<file path="src/rtl/alu_pkg.sv">
`default_nettype none
// ============================================================================
// Module      : alu_pkg
// Description : Shared types for the sequential ALU: opcode encoding, FSM
//               state encoding, default datapath width and opcode decode.
// Revision    : 1.0 - initial release
// ============================================================================
package alu_pkg;

  localparam int ALU_WIDTH = 16;

  typedef enum logic [3:0] {
    ALU_ADD = 4'd0,
    ALU_SUB = 4'd1,
    ALU_AND = 4'd2,
    ALU_OR  = 4'd3,
    ALU_XOR = 4'd4,
    ALU_NOT = 4'd5,
    ALU_SHL = 4'd6,
    ALU_SHR = 4'd7,
    ALU_MUL = 4'd8
  } alu_op_t;

  typedef enum logic [1:0] {
    ST_IDLE    = 2'd0,
    ST_MUL_RUN = 2'd1,
    ST_DONE    = 2'd2
  } alu_state_t;

  // True for every opcode the ALU implements; anything above MUL is undefined.
  function automatic logic op_is_defined(input alu_op_t op);
    return (op <= ALU_MUL);
  endfunction

endpackage
`default_nettype wire

</file>
<file path="src/rtl/alu_seq_if.sv">
`default_nettype none
// ============================================================================
// Module      : alu_seq_if
// Description : Request/result bundle between an ALU user (master) and the
//               sequential ALU (slave), including the status-flag feed.
// Revision    : 1.0 - initial release
// ============================================================================
interface alu_seq_if #(
  parameter int WIDTH = alu_pkg::ALU_WIDTH
);
  import alu_pkg::*;

  logic             alu_start;
  alu_op_t          alu_op;
  logic [WIDTH-1:0] alu_a;
  logic [WIDTH-1:0] alu_b;
  logic [WIDTH-1:0] alu_result;
  logic             alu_busy;
  logic             alu_done;
  logic             zero_indicator_out;
  logic             signal_bit_out;
  logic             status_wr_out;

  modport master (
    output alu_start, alu_op, alu_a, alu_b,
    input  alu_result, alu_busy, alu_done,
    input  zero_indicator_out, signal_bit_out, status_wr_out
  );

  modport slave (
    input  alu_start, alu_op, alu_a, alu_b,
    output alu_result, alu_busy, alu_done,
    output zero_indicator_out, signal_bit_out, status_wr_out
  );

endinterface
`default_nettype wire

</file>
<file path="src/rtl/mul_shift_add.sv">
`default_nettype none
// ============================================================================
// Module      : mul_shift_add
// Description : Iterative unsigned shift-add multiplier, one multiplier bit
//               per step. Keeps only the low WIDTH bits of the product.
// Revision    : 1.0 - initial release
// ============================================================================
module mul_shift_add
  import alu_pkg::*;
#(
  parameter int WIDTH = ALU_WIDTH
) (
  input  wire logic             clock,
  input  wire logic             alu_reset,
  input  wire logic             i_load,
  input  wire logic             i_step,
  input  wire logic [WIDTH-1:0] i_a,
  input  wire logic [WIDTH-1:0] i_b,
  output logic      [WIDTH-1:0] o_product_nxt,
  output logic                  o_last
);

  localparam int CNT_W = $clog2(WIDTH + 1);

  logic [WIDTH-1:0] mcand_q, mcand_d;
  logic [WIDTH-1:0] mplier_q, mplier_d;
  logic [WIDTH-1:0] prod_q, prod_d;
  logic [CNT_W-1:0] cnt_q, cnt_d;
  logic [WIDTH-1:0] w_prod_step;

  // Partial product after consuming the current low multiplier bit.
  assign w_prod_step   = prod_q + (mplier_q[0] ? mcand_q : '0);
  // The owner latches this on the final step, so the product is ready on
  // the same edge that ends the run.
  assign o_product_nxt = w_prod_step;
  assign o_last        = (cnt_q == CNT_W'(WIDTH - 1));

  // Load operands or advance one bit of the shift-add recurrence.
  always_comb begin
    mcand_d  = mcand_q;
    mplier_d = mplier_q;
    prod_d   = prod_q;
    cnt_d    = cnt_q;
    if (i_load) begin
      mcand_d  = i_a;
      mplier_d = i_b;
      prod_d   = '0;
      cnt_d    = '0;
    end else if (i_step) begin
      prod_d   = w_prod_step;
      mcand_d  = mcand_q << 1;
      mplier_d = mplier_q >> 1;
      cnt_d    = cnt_q + 1'b1;
    end
  end

  // Multiplier state registers with synchronous active-low reset.
  always_ff @(posedge clock) begin
    if (!alu_reset) begin
      mcand_q  <= '0;
      mplier_q <= '0;
      prod_q   <= '0;
      cnt_q    <= '0;
    end else begin
      mcand_q  <= mcand_d;
      mplier_q <= mplier_d;
      prod_q   <= prod_d;
      cnt_q    <= cnt_d;
    end
  end

endmodule
`default_nettype wire

</file>
<file path="src/rtl/alu_seq.sv">
`default_nettype none
// ============================================================================
// Module      : alu_seq
// Description : Sequential ALU. Single-cycle logic/arith ops complete in one
//               cycle; MUL runs WIDTH cycles on the shift-add sub-module.
//               Result and status flags are registered and held.
// Revision    : 1.0 - initial release
// ============================================================================
module alu_seq
  import alu_pkg::*;
#(
  parameter int WIDTH = ALU_WIDTH
) (
  input wire logic  clock,
  input wire logic  alu_reset,
  alu_seq_if.slave  bus
);

  alu_state_t       state_q, state_d;
  logic [WIDTH-1:0] result_q, result_d;
  logic             busy_q, busy_d;
  logic             done_q, done_d;
  logic             stw_q, stw_d;
  logic             zero_q, zero_d;
  logic             sign_q, sign_d;

  logic             w_mul_load;
  logic             w_mul_step;
  logic [WIDTH-1:0] w_mul_prod;
  logic             w_mul_last;
  logic [WIDTH-1:0] w_alu_val;

  mul_shift_add #(
    .WIDTH (WIDTH)
  ) u_mul (
    .clock         (clock),
    .alu_reset     (alu_reset),
    .i_load        (w_mul_load),
    .i_step        (w_mul_step),
    .i_a           (bus.alu_a),
    .i_b           (bus.alu_b),
    .o_product_nxt (w_mul_prod),
    .o_last        (w_mul_last)
  );

  // Single-cycle datapath; undefined opcodes (and MUL here) yield zero.
  always_comb begin
    w_alu_val = '0;
    case (bus.alu_op)
      ALU_ADD: w_alu_val = bus.alu_a + bus.alu_b;
      ALU_SUB: w_alu_val = bus.alu_a - bus.alu_b;
      ALU_AND: w_alu_val = bus.alu_a & bus.alu_b;
      ALU_OR:  w_alu_val = bus.alu_a | bus.alu_b;
      ALU_XOR: w_alu_val = bus.alu_a ^ bus.alu_b;
      ALU_NOT: w_alu_val = ~bus.alu_a;
      ALU_SHL: w_alu_val = bus.alu_a << 1;
      ALU_SHR: w_alu_val = bus.alu_a >> 1;
      default: w_alu_val = '0;
    endcase
  end

  // Next-state and registered-output logic; start is honoured only in IDLE.
  always_comb begin
    state_d    = state_q;
    result_d   = result_q;
    busy_d     = busy_q;
    done_d     = 1'b0;
    stw_d      = 1'b0;
    zero_d     = zero_q;
    sign_d     = sign_q;
    w_mul_load = 1'b0;
    w_mul_step = 1'b0;
    case (state_q)
      ST_IDLE: begin
        if (bus.alu_start) begin
          busy_d = 1'b1;
          if (bus.alu_op == ALU_MUL) begin
            state_d    = ST_MUL_RUN;
            w_mul_load = 1'b1;
          end else begin
            state_d  = ST_DONE;
            done_d   = 1'b1;
            result_d = w_alu_val;
            // Undefined opcodes complete but leave the status flags alone.
            if (op_is_defined(bus.alu_op)) begin
              stw_d  = 1'b1;
              zero_d = (w_alu_val == '0);
              sign_d = w_alu_val[WIDTH-1];
            end
          end
        end
      end
      ST_MUL_RUN: begin
        w_mul_step = 1'b1;
        if (w_mul_last) begin
          state_d  = ST_DONE;
          done_d   = 1'b1;
          stw_d    = 1'b1;
          result_d = w_mul_prod;
          zero_d   = (w_mul_prod == '0);
          sign_d   = w_mul_prod[WIDTH-1];
        end
      end
      ST_DONE: begin
        state_d = ST_IDLE;
        busy_d  = 1'b0;
      end
      default: begin
        state_d = ST_IDLE;
        busy_d  = 1'b0;
      end
    endcase
  end

  // FSM and output registers; reset wins over any start in the same cycle.
  always_ff @(posedge clock) begin
    if (!alu_reset) begin
      state_q  <= ST_IDLE;
      result_q <= '0;
      busy_q   <= 1'b0;
      done_q   <= 1'b0;
      stw_q    <= 1'b0;
      zero_q   <= 1'b0;
      sign_q   <= 1'b0;
    end else begin
      state_q  <= state_d;
      result_q <= result_d;
      busy_q   <= busy_d;
      done_q   <= done_d;
      stw_q    <= stw_d;
      zero_q   <= zero_d;
      sign_q   <= sign_d;
    end
  end

  assign bus.alu_result         = result_q;
  assign bus.alu_busy           = busy_q;
  assign bus.alu_done           = done_q;
  assign bus.status_wr_out      = stw_q;
  assign bus.zero_indicator_out = zero_q;
  assign bus.signal_bit_out     = sign_q;

endmodule
`default_nettype wire

</file>
<file path="src/flat_wrapper.sv">
// flat-port wrapper written by rule: the top's interface ports become plain ports
module alu_seq_flat import alu_pkg::*;
#(
  parameter int WIDTH = ALU_WIDTH
)
  (clock, alu_reset, bus_alu_start, bus_alu_op, bus_alu_a, bus_alu_b, bus_alu_result, bus_alu_busy, bus_alu_done, bus_zero_indicator_out, bus_signal_bit_out, bus_status_wr_out);
  alu_seq_if #(.WIDTH(WIDTH)) bus_i ();
  input wire logic clock;
  input wire logic alu_reset;
  input wire logic [$bits(bus_i.alu_start)-1:0] bus_alu_start;
  input wire logic [$bits(bus_i.alu_op)-1:0] bus_alu_op;
  input wire logic [$bits(bus_i.alu_a)-1:0] bus_alu_a;
  input wire logic [$bits(bus_i.alu_b)-1:0] bus_alu_b;
  output wire logic [$bits(bus_i.alu_result)-1:0] bus_alu_result;
  output wire logic [$bits(bus_i.alu_busy)-1:0] bus_alu_busy;
  output wire logic [$bits(bus_i.alu_done)-1:0] bus_alu_done;
  output wire logic [$bits(bus_i.zero_indicator_out)-1:0] bus_zero_indicator_out;
  output wire logic [$bits(bus_i.signal_bit_out)-1:0] bus_signal_bit_out;
  output wire logic [$bits(bus_i.status_wr_out)-1:0] bus_status_wr_out;
  assign bus_i.alu_start = bus_alu_start;
  assign bus_i.alu_op = bus_alu_op;
  assign bus_i.alu_a = bus_alu_a;
  assign bus_i.alu_b = bus_alu_b;
  assign bus_alu_result = bus_i.alu_result;
  assign bus_alu_busy = bus_i.alu_busy;
  assign bus_alu_done = bus_i.alu_done;
  assign bus_zero_indicator_out = bus_i.zero_indicator_out;
  assign bus_signal_bit_out = bus_i.signal_bit_out;
  assign bus_status_wr_out = bus_i.status_wr_out;
  alu_seq #(.WIDTH(WIDTH)) u_core (.clock(clock), .alu_reset(alu_reset), .bus(bus_i));
endmodule
</file>
<file path="config.mk">
export PLATFORM = sky130hd
export DESIGN_NAME = alu_seq_flat
export DESIGN_NICKNAME = d
export VERILOG_FILES = /design/src/rtl/alu_pkg.sv /design/src/rtl/alu_seq_if.sv /design/src/rtl/mul_shift_add.sv /design/src/rtl/alu_seq.sv /design/src/flat_wrapper.sv
export SDC_FILE = /design/constraint.sdc
export NUM_CORES = 1
export LEC_CHECK = 0
export CAP_MARGIN = 5
export CORE_UTILIZATION = 25
export DETAILED_ROUTE_END_ITERATION = 7
export PLACE_DENSITY = 0.43
export SLEW_MARGIN = 10
export SYNTH_ARGS = -nofsm -noshare
export SYNTH_HDL_FRONTEND = slang
export SYNTH_SLANG_ARGS = --single-unit
</file>
<file path="constraint.sdc">
create_clock -name clock -period 3.7 [get_ports clock]
set_input_delay 0.555 -clock clock [delete_from_list [all_inputs] [get_ports clock]]
set_output_delay 0.555 -clock clock [all_outputs]
set_load 0.005 [all_outputs]
</file>
Yosys cells after proc, flatten, opt, wreduce, memory -nomap -nowiden --
Index checks and enable logic that the tools add are counted.
Operators by class: bitwise logic cells 6, reduce and logical (&&, ||, !) cells 11, magnitude comparators 1, add/subtract/negate cells 4, muxes and demuxes 38, equality and inequality tests 14
Operators by type and width (number):
- 16-bit two-way mux | 8
- 16-bit one-hot mux with 8 select lines | 1
- 16-bit adder | 2
- 16-bit logical NOT | 2
- 16-bit one-hot mux with 2 select lines | 1
- 1-bit two-way mux | 19
- 16-bit AND | 1
- 4-bit by 3-bit == test with 1-bit output (second input constant) | 4
- 16-bit inverter | 1
- 16-bit bitwise OR | 1
- 16-bit subtractor | 1
- 16-bit XOR | 1
- 1-bit one-hot mux with 2 select lines | 5
- 4-bit by 2-bit == test with 1-bit output (second input constant) | 2
- 2-bit two-way mux | 3
- 2-bit != test (second input constant) | 3
- 5-bit by 1-bit adder with 5-bit output (second input constant) | 1
- 5-bit by 4-bit == test with 1-bit output (second input constant) | 1
- 5-bit AND reduction | 1
- 4-bit by 1-bit == test with 1-bit output (second input constant) | 1
- 4-bit == test (second input constant) | 1
- 4-bit less-or-equal comparator (second input constant) | 1
- 4-bit logical NOT | 1
- 2-bit one-hot mux with 2 select lines | 1
- 8 further kinds | 11
Word-level totals: output and inout bits 21, flip-flop bits (word level) 76, input bits 39

Longest topological paths before layout --
depth after elaboration 7, depth in mapped cells 17, gate-level depth less buffers 16

Hierarchy --
A second synthesis with hierarchy kept.
Unflattened totals: cells, all modules 886, area, all modules 6871.6 sq um
Modules (own cells, without submodules):
- alu_seq | instances 1, cells an instance 520, area an instance 3747.3 sq um
- mul_shift_add | instances 1, cells an instance 366, area an instance 3124.2 sq um

Worst setup path after synthesis --
No wires, ideal clock.
path type in2reg, start input port bus_alu_op[0], end register u_core.zero_q, in the netlist u_core.bus.zero_indicator_out, arrival 3967 ps, library setup time 62 ps, path buffers 3, cell stages on the path 16, path slack -329 ps, cells stage by stage buf_2 buf_2 buf_1 nand2_1 o21ai_0 inv_1 ha_1 nor2b_1 o2111ai_1 and3_1 o2111ai_1 nor3b_1 nor4_1 nand3_1 or4_1 nand3_1
On the way: cells in the longest elaborated chain, start to end 7, elaborated cells on any way between the ends 19
RTL lines:
- start: declaration | line flat_wrapper.sv:11 | input wire logic [$bits(bus_i.alu_op)-1:0] bus_alu_op;
- 4-bit by 3-bit == test with 1-bit output, or another cell as far along | line alu_seq.sv:49 | case (bus.alu_op)
- 16-bit one-hot mux with 8 select lines | line alu_seq.sv:49
- 16-bit logical NOT | line alu_seq.sv:87 | zero_d = (w_alu_val == '0);
- 1-bit two-way mux | line alu_seq.sv:85 | if (op_is_defined(bus.alu_op)) begin
- 1-bit two-way mux | line alu_seq.sv:77 | if (bus.alu_op == ALU_MUL) begin
- 1-bit two-way mux | line alu_seq.sv:75 | if (bus.alu_start) begin
- 1-bit one-hot mux with 2 select lines | line alu_seq.sv:73 | case (state_q)
- end signal: assignment | line alu_seq.sv:131 | zero_q <= zero_d;
- end: declaration | line alu_seq.sv:24 | logic zero_q, zero_d;
Several ways; a longest one is shown, not always the timed one. The select of a mux whose other input is x is not followed. A chain may end at the register's enable or synchronous reset.

Final worst setup path --
start input port bus_alu_b[5], end register u_core.zero_q, in the netlist u_core.bus.zero_indicator_out
On the way: cells in the longest elaborated chain, start to end 7, elaborated cells on any way between the ends 11
RTL lines:
- start: declaration | line flat_wrapper.sv:13 | input wire logic [$bits(bus_i.alu_b)-1:0] bus_alu_b;
- 16-bit subtractor, or another cell as far along | line alu_seq.sv:51 | ALU_SUB: w_alu_val = bus.alu_a - bus.alu_b;
- 16-bit one-hot mux with 8 select lines * | line alu_seq.sv:49
- 16-bit logical NOT * | line alu_seq.sv:87
- 1-bit two-way mux * | line alu_seq.sv:85
- 1-bit two-way mux * | line alu_seq.sv:77
- 1-bit two-way mux * | line alu_seq.sv:75
- 1-bit one-hot mux with 2 select lines * | line alu_seq.sv:73
Mark *: on every way between the ends. The rest lies on a longest branch, timed or not. The select of a mux whose other input is x is not followed.

==> impl_metrics.csv <==
group,metric,value,unit
yosys,synth_top_area_frac,0.2294,
timing,final-setup-viol-count,0,
yosys,synth_ff_type,"dfxtp_1",
worst_setup_path,crit_fanout,5,
worst_hold_path,hold_path_depth,2,
worst_setup_path,critical_path_depth,18,
timing,timing.hold.ws,0.4476,ns
layout,drive_gt1_frac,0.1961,
worst_setup_path,cp_num_buf_inv,6,
layout,final_cells,1365,
placed_design,place_inst,1347,
power_and_ir_drop,power.switching,0.0007972,W
power_and_ir_drop,p_leak,3.912,nW
worst_setup_path,path_class,"in2reg",
timing,min_period_over_period,0.9487,
clocking,clk_latency,0.35,ns
drt,drtPass1Iterations,5,
worst_setup_path,critPathTopFamily,"simple AND/OR/NAND/NOR gates",
layout,fillers,2812,
yosys,yosysSeqAreaShare,0.2294,
grt,grt_pass1_wl,36450,µm
layout,final_nets,1132,
yosys,synth_edf_count,0,
worst_setup_path,r2r_end,"u_core.bus.zero_indicator_out",
floorplan,initial_core_util,0.2545,
timing,rsz0062_at_grt,"no",
floorplan,core-area,0.02606,mm²
worst_setup_path,reg2reg_depth,12,
drt,wl_per_cell,17.15,µm
worst_setup_path,end_kind,"flop",
clocking,ctsHoldBuffers,0,
power_and_ir_drop,p_int,0.001707,W
drt,drc,0,
yosys,synth.mux.area_fraction,0.03245,
layout,final_util,0.3396,
drt,vias,6755,
clocking,cts_tree,"built",
yosys,async_flop_share,0,
worst_setup_path,cp_slowest_cell,"clkdlybuf4s50_1",
power_and_ir_drop,powerDensity,283.0,mW/mm²
timing,tightest_slew,0.6917,ns
floorplan,row_count,59,
yosys,synth.area.top_cells,"dfxtp_1 (23%), ha_1 (12%), nand2_1 (7.6%)",
status,outcome,"finished, final reports clean",
yosys,yosysUniqueCellTypes,82,
worst_setup_path,cp-start-kind,"input pin",
worst_setup_path,required,4.00,ns
yosys,synth_compound_area_frac,0.2539,
drt,detail_route.wirelength,23410,µm
worst_setup_path,max_stage_delay,0.49,ns
placed_design,dpl_worst_slack,-0.5505,ns
worst_setup_path,arrival,3.81,ns
worst_setup_path,endpoint,"u_core.bus.zero_indicator_out",
yosys,synth_area_per_cell,7.546,µm²
grt,grt_start_max_net_pins,58,
clocking,clk_pin_slew,0.07,ns
yosys,syn_inst,879,
timing,fin_ws,0.1896,ns
yosys,syn-cell-area,0.006633,mm²
layout,area_growth,33.43,%
placed_design,finalWeightedCongestion,0.8756,
drt,drt_iter0_drc,336,
power_and_ir_drop,power.share.switching,0.3183,
worst_setup_path,crit_chain,"clkdlybuf4s50_1 -> nor4_2 -> buf_4 -> nor2b_2 -> buf_4 -> a41oi_2 -> xnor2_1 -> ha_1 -> buf_6 -> inv_1 -> nor2_1 -> o211ai_1 -> nor3b_2 -> nor4_2 -> buf_4 -> nand3_1 -> or4_1 -> nand3_1",
flow_run,cap_violations,0,
clocking,clockBufferDepth,2,
timing,fmax,0.2849,GHz
worst_setup_path,r2r_start,"u_core.u_mul.mplier_q[0]",
yosys,synthXorXnorAreaFrac,0.04226,
timing,fin_skew,0.008217,ns
power_and_ir_drop,vdd_drop_max,152.2,µV
drt,viasPerCell,4.949,
worst_setup_path,crit_top_cell,"buf_4",
timing,period_needed,3.510,ns
yosys,synth_nets,985,
clocking,cts.sinks,76,
timing,hold_viol,0,
floorplan,die_area,0.02719,mm²
worst_setup_path,rrSetupSlack,0.33,ns
yosys,ys_seq_elements,76,
yosys,synth_fa_ha_area_frac,0.1287,
clocking,htree_num_levels,3,
timing,relSlewSlack,0.5389,
grt,grt_util_all_layers,0.1771,
yosys,ys_warn_count,0,
clocking,cts-root-buf,"clkbuf_16",
floorplan,die_width,164.9,µm
power_and_ir_drop,pwr-share-seq,0.341,
grt,grt_overflow,0,
worst_hold_path,hold_path.class,"reg2reg",
timing,drv_slew,0,
clocking,cts_buffers,9,
drt,antenna_left,0,
yosys,synth.largest_area_cell,"dfxtp_1",
placed_design,io_buffers,59,
layout,insertedDiodeCount,0,
yosys,synth_top_family_by_area,"compound AO/OA/AOI/OAI gates",
placed_design,dpl.hpwl,18120,µm
yosys,synth-simple-area-share,0.2483,
grt,grt_pass1_vias,6454,
grt,antenna_found_initial,0,
power_and_ir_drop,combinationalPowerShare,0.310,
worst_setup_path,crit_start,"bus_alu_b[5]",
power_and_ir_drop,clkPwrFrac,0.349,
floorplan,io_pins,60,
floorplan,dieHeight,164.9,µm
==> state kept, by name (all words and copies together) (netlist names) <==
name / cells
u_core.bus.alu_busy: 1
u_core.bus.alu_done: 1
u_core.bus.alu_result: 16
u_core.bus.signal_bit_out: 1
u_core.bus.status_wr_out: 1
u_core.bus.zero_indicator_out: 1
u_core.state_q: 2
u_core.u_mul.cnt_q: 5
u_core.u_mul.mcand_q: 16
u_core.u_mul.mplier_q: 16
u_core.u_mul.prod_q: 16
==> area by class of cell <==
| class | instances | area [µm²] | share of cell area |
|---|---|---|---|
| inverter | 53 | 198.9 | 0.02248 |
| clock inverter | 3 | 21.27 | 0.002404 |
| multi-input combinational | 704 | 4895 | 0.5531 |
| clock buffer | 12 | 256.5 | 0.02898 |
| sequential | 76 | 1521 | 0.1719 |
| timing repair buffer | 182 | 1538 | 0.1738 |
| tap | 335 | 419.2 | 0.04736 |
==> worst min path at each step <==
stage / end / slack [ns] / start
6_report: u_core.bus.alu_result[13] / 0.45 / u_core.bus.alu_result[13]
5_1_grt: u_core.u_mul.mplier_q[13] / 0.47 / u_core.u_mul.mplier_q[13]
4_1_cts: u_core.bus.alu_result[13] / 0.45 / u_core.bus.alu_result[13]
3_5_place_dp: u_core.bus.alu_result[13] / 0.45 / u_core.bus.alu_result[13]
3_3_place_gp: u_core.bus.alu_result[13] / 0.44 / u_core.bus.alu_result[13]
2_1_floorplan: u_core.u_mul.mplier_q[1] / 0.44 / u_core.u_mul.mplier_q[1]
==> stage by stage <==
step,cell area [µm²],TNS (ns),power [W]
6_report,8850,0,0.002504
4_1_cts,8632,0,0.002495
3_3_place_gp,8314,-2.403,0.001596
5_1_grt,8850,0,0.002649
3_5_place_dp,8314,-2.688,0.001597
2_1_floorplan,6643,0,0.001249
==> tightest hold or removal path: stages (launching register included) <==
cell      delay, ns
dfxtp_1        0.31
nand2_1        0.05
a21boi_1       0.05
==> power groups by stage <==
| stage | Clock, W | Sequential [W] | Combinational (W) |
|---|---|---|---|
| after floorplan | 0 | 0.000869 | 0.000381 |
| after global placement | 0 | 0.000872 | 0.000724 |
| after detailed placement | 0 | 0.000872 | 0.000725 |
| after CTS | 0.000904 | 0.000854 | 0.000737 |
| after global routing | 0.000940 | 0.000856 | 0.000853 |
| final | 0.000875 | 0.000853 | 0.000776 |
==> cell usage after synthesis, drive strengths merged, types with 7 or more instances <==
| cell type | instances |
|---|---|
| a21boi | 23 |
| a21o | 7 |
| a21oi | 62 |
| a22oi | 19 |
| and2 | 20 |
| and3 | 12 |
| buf | 12 |
| clkbuf | 34 |
| dfxtp | 76 |
| ha | 65 |
| inv | 53 |
| mux2i | 17 |
| nand2 | 134 |
| nand2b | 16 |
| nand3 | 35 |
| nand4 | 7 |
| nor2 | 54 |
| nor2b | 16 |
| nor3 | 13 |
| o211a | 12 |
| o211ai | 15 |
| o21a | 9 |
| o21ai | 47 |
| o22ai | 8 |
| xnor2 | 28 |
==> per-layer routing <==
layer | share of wire | vias up | routed length, µm | GRT usage
met1 | 0.49 | 3215 | 11440 | 0.2425
met5 | 0 | - | 0 | 0
li1 | - | 3413 | - | -
met3 | 0.028 | 19 | 667 | 0.01406
met4 | 0.011 | 0 | 263 | 0.04170
met2 | 0.47 | 108 | 11050 | 0.2991
==> kinds of logic after synthesis <==
logic type      Yosys count
xor+xnor                 32
mux                      20
simple gates            336
flops                    76
buf+inv                  99
compound gates          249
fa+ha+maj                67
==> repair_timing <==
item / CTS / global route
pin swaps: 3 / 30
setup buffers: 0 / 3
endpoints found under the setup margin: 1 / 8
resized for setup: 9 / 48
==> cell usage in the layout (no fill, tap or decap), types with 6 or more instances in the layout <==
| cell | n |
|---|---|
| xnor2_1 | 27 |
| a21oi_2 | 6 |
| nor2b_1 | 12 |
| or3_1 | 6 |
| mux2i_1 | 17 |
| nand2_1 | 133 |
| and3_1 | 11 |
| a22oi_1 | 19 |
| o21ai_1 | 12 |
| nand3_1 | 33 |
| dfxtp_1 | 76 |
| o211a_1 | 12 |
| inv_1 | 50 |
| a21o_1 | 7 |
| o21ai_0 | 33 |
| a21boi_1 | 22 |
| nand4_1 | 7 |
| clkdlybuf4s50_1 | 48 |
| a31oi_1 | 6 |
| o21a_1 | 9 |
| clkbuf_16 | 9 |
| a21oi_1 | 56 |
| o22ai_1 | 7 |
| nor2_1 | 51 |
| buf_4 | 120 |
| ha_1 | 63 |
| and2_1 | 18 |
| o211ai_1 | 15 |
| dlymetal6s2s_1 | 9 |
| nor3_1 | 9 |
| nand2b_1 | 14 |
Note: power is estimated with default switching activity, not from simulation.
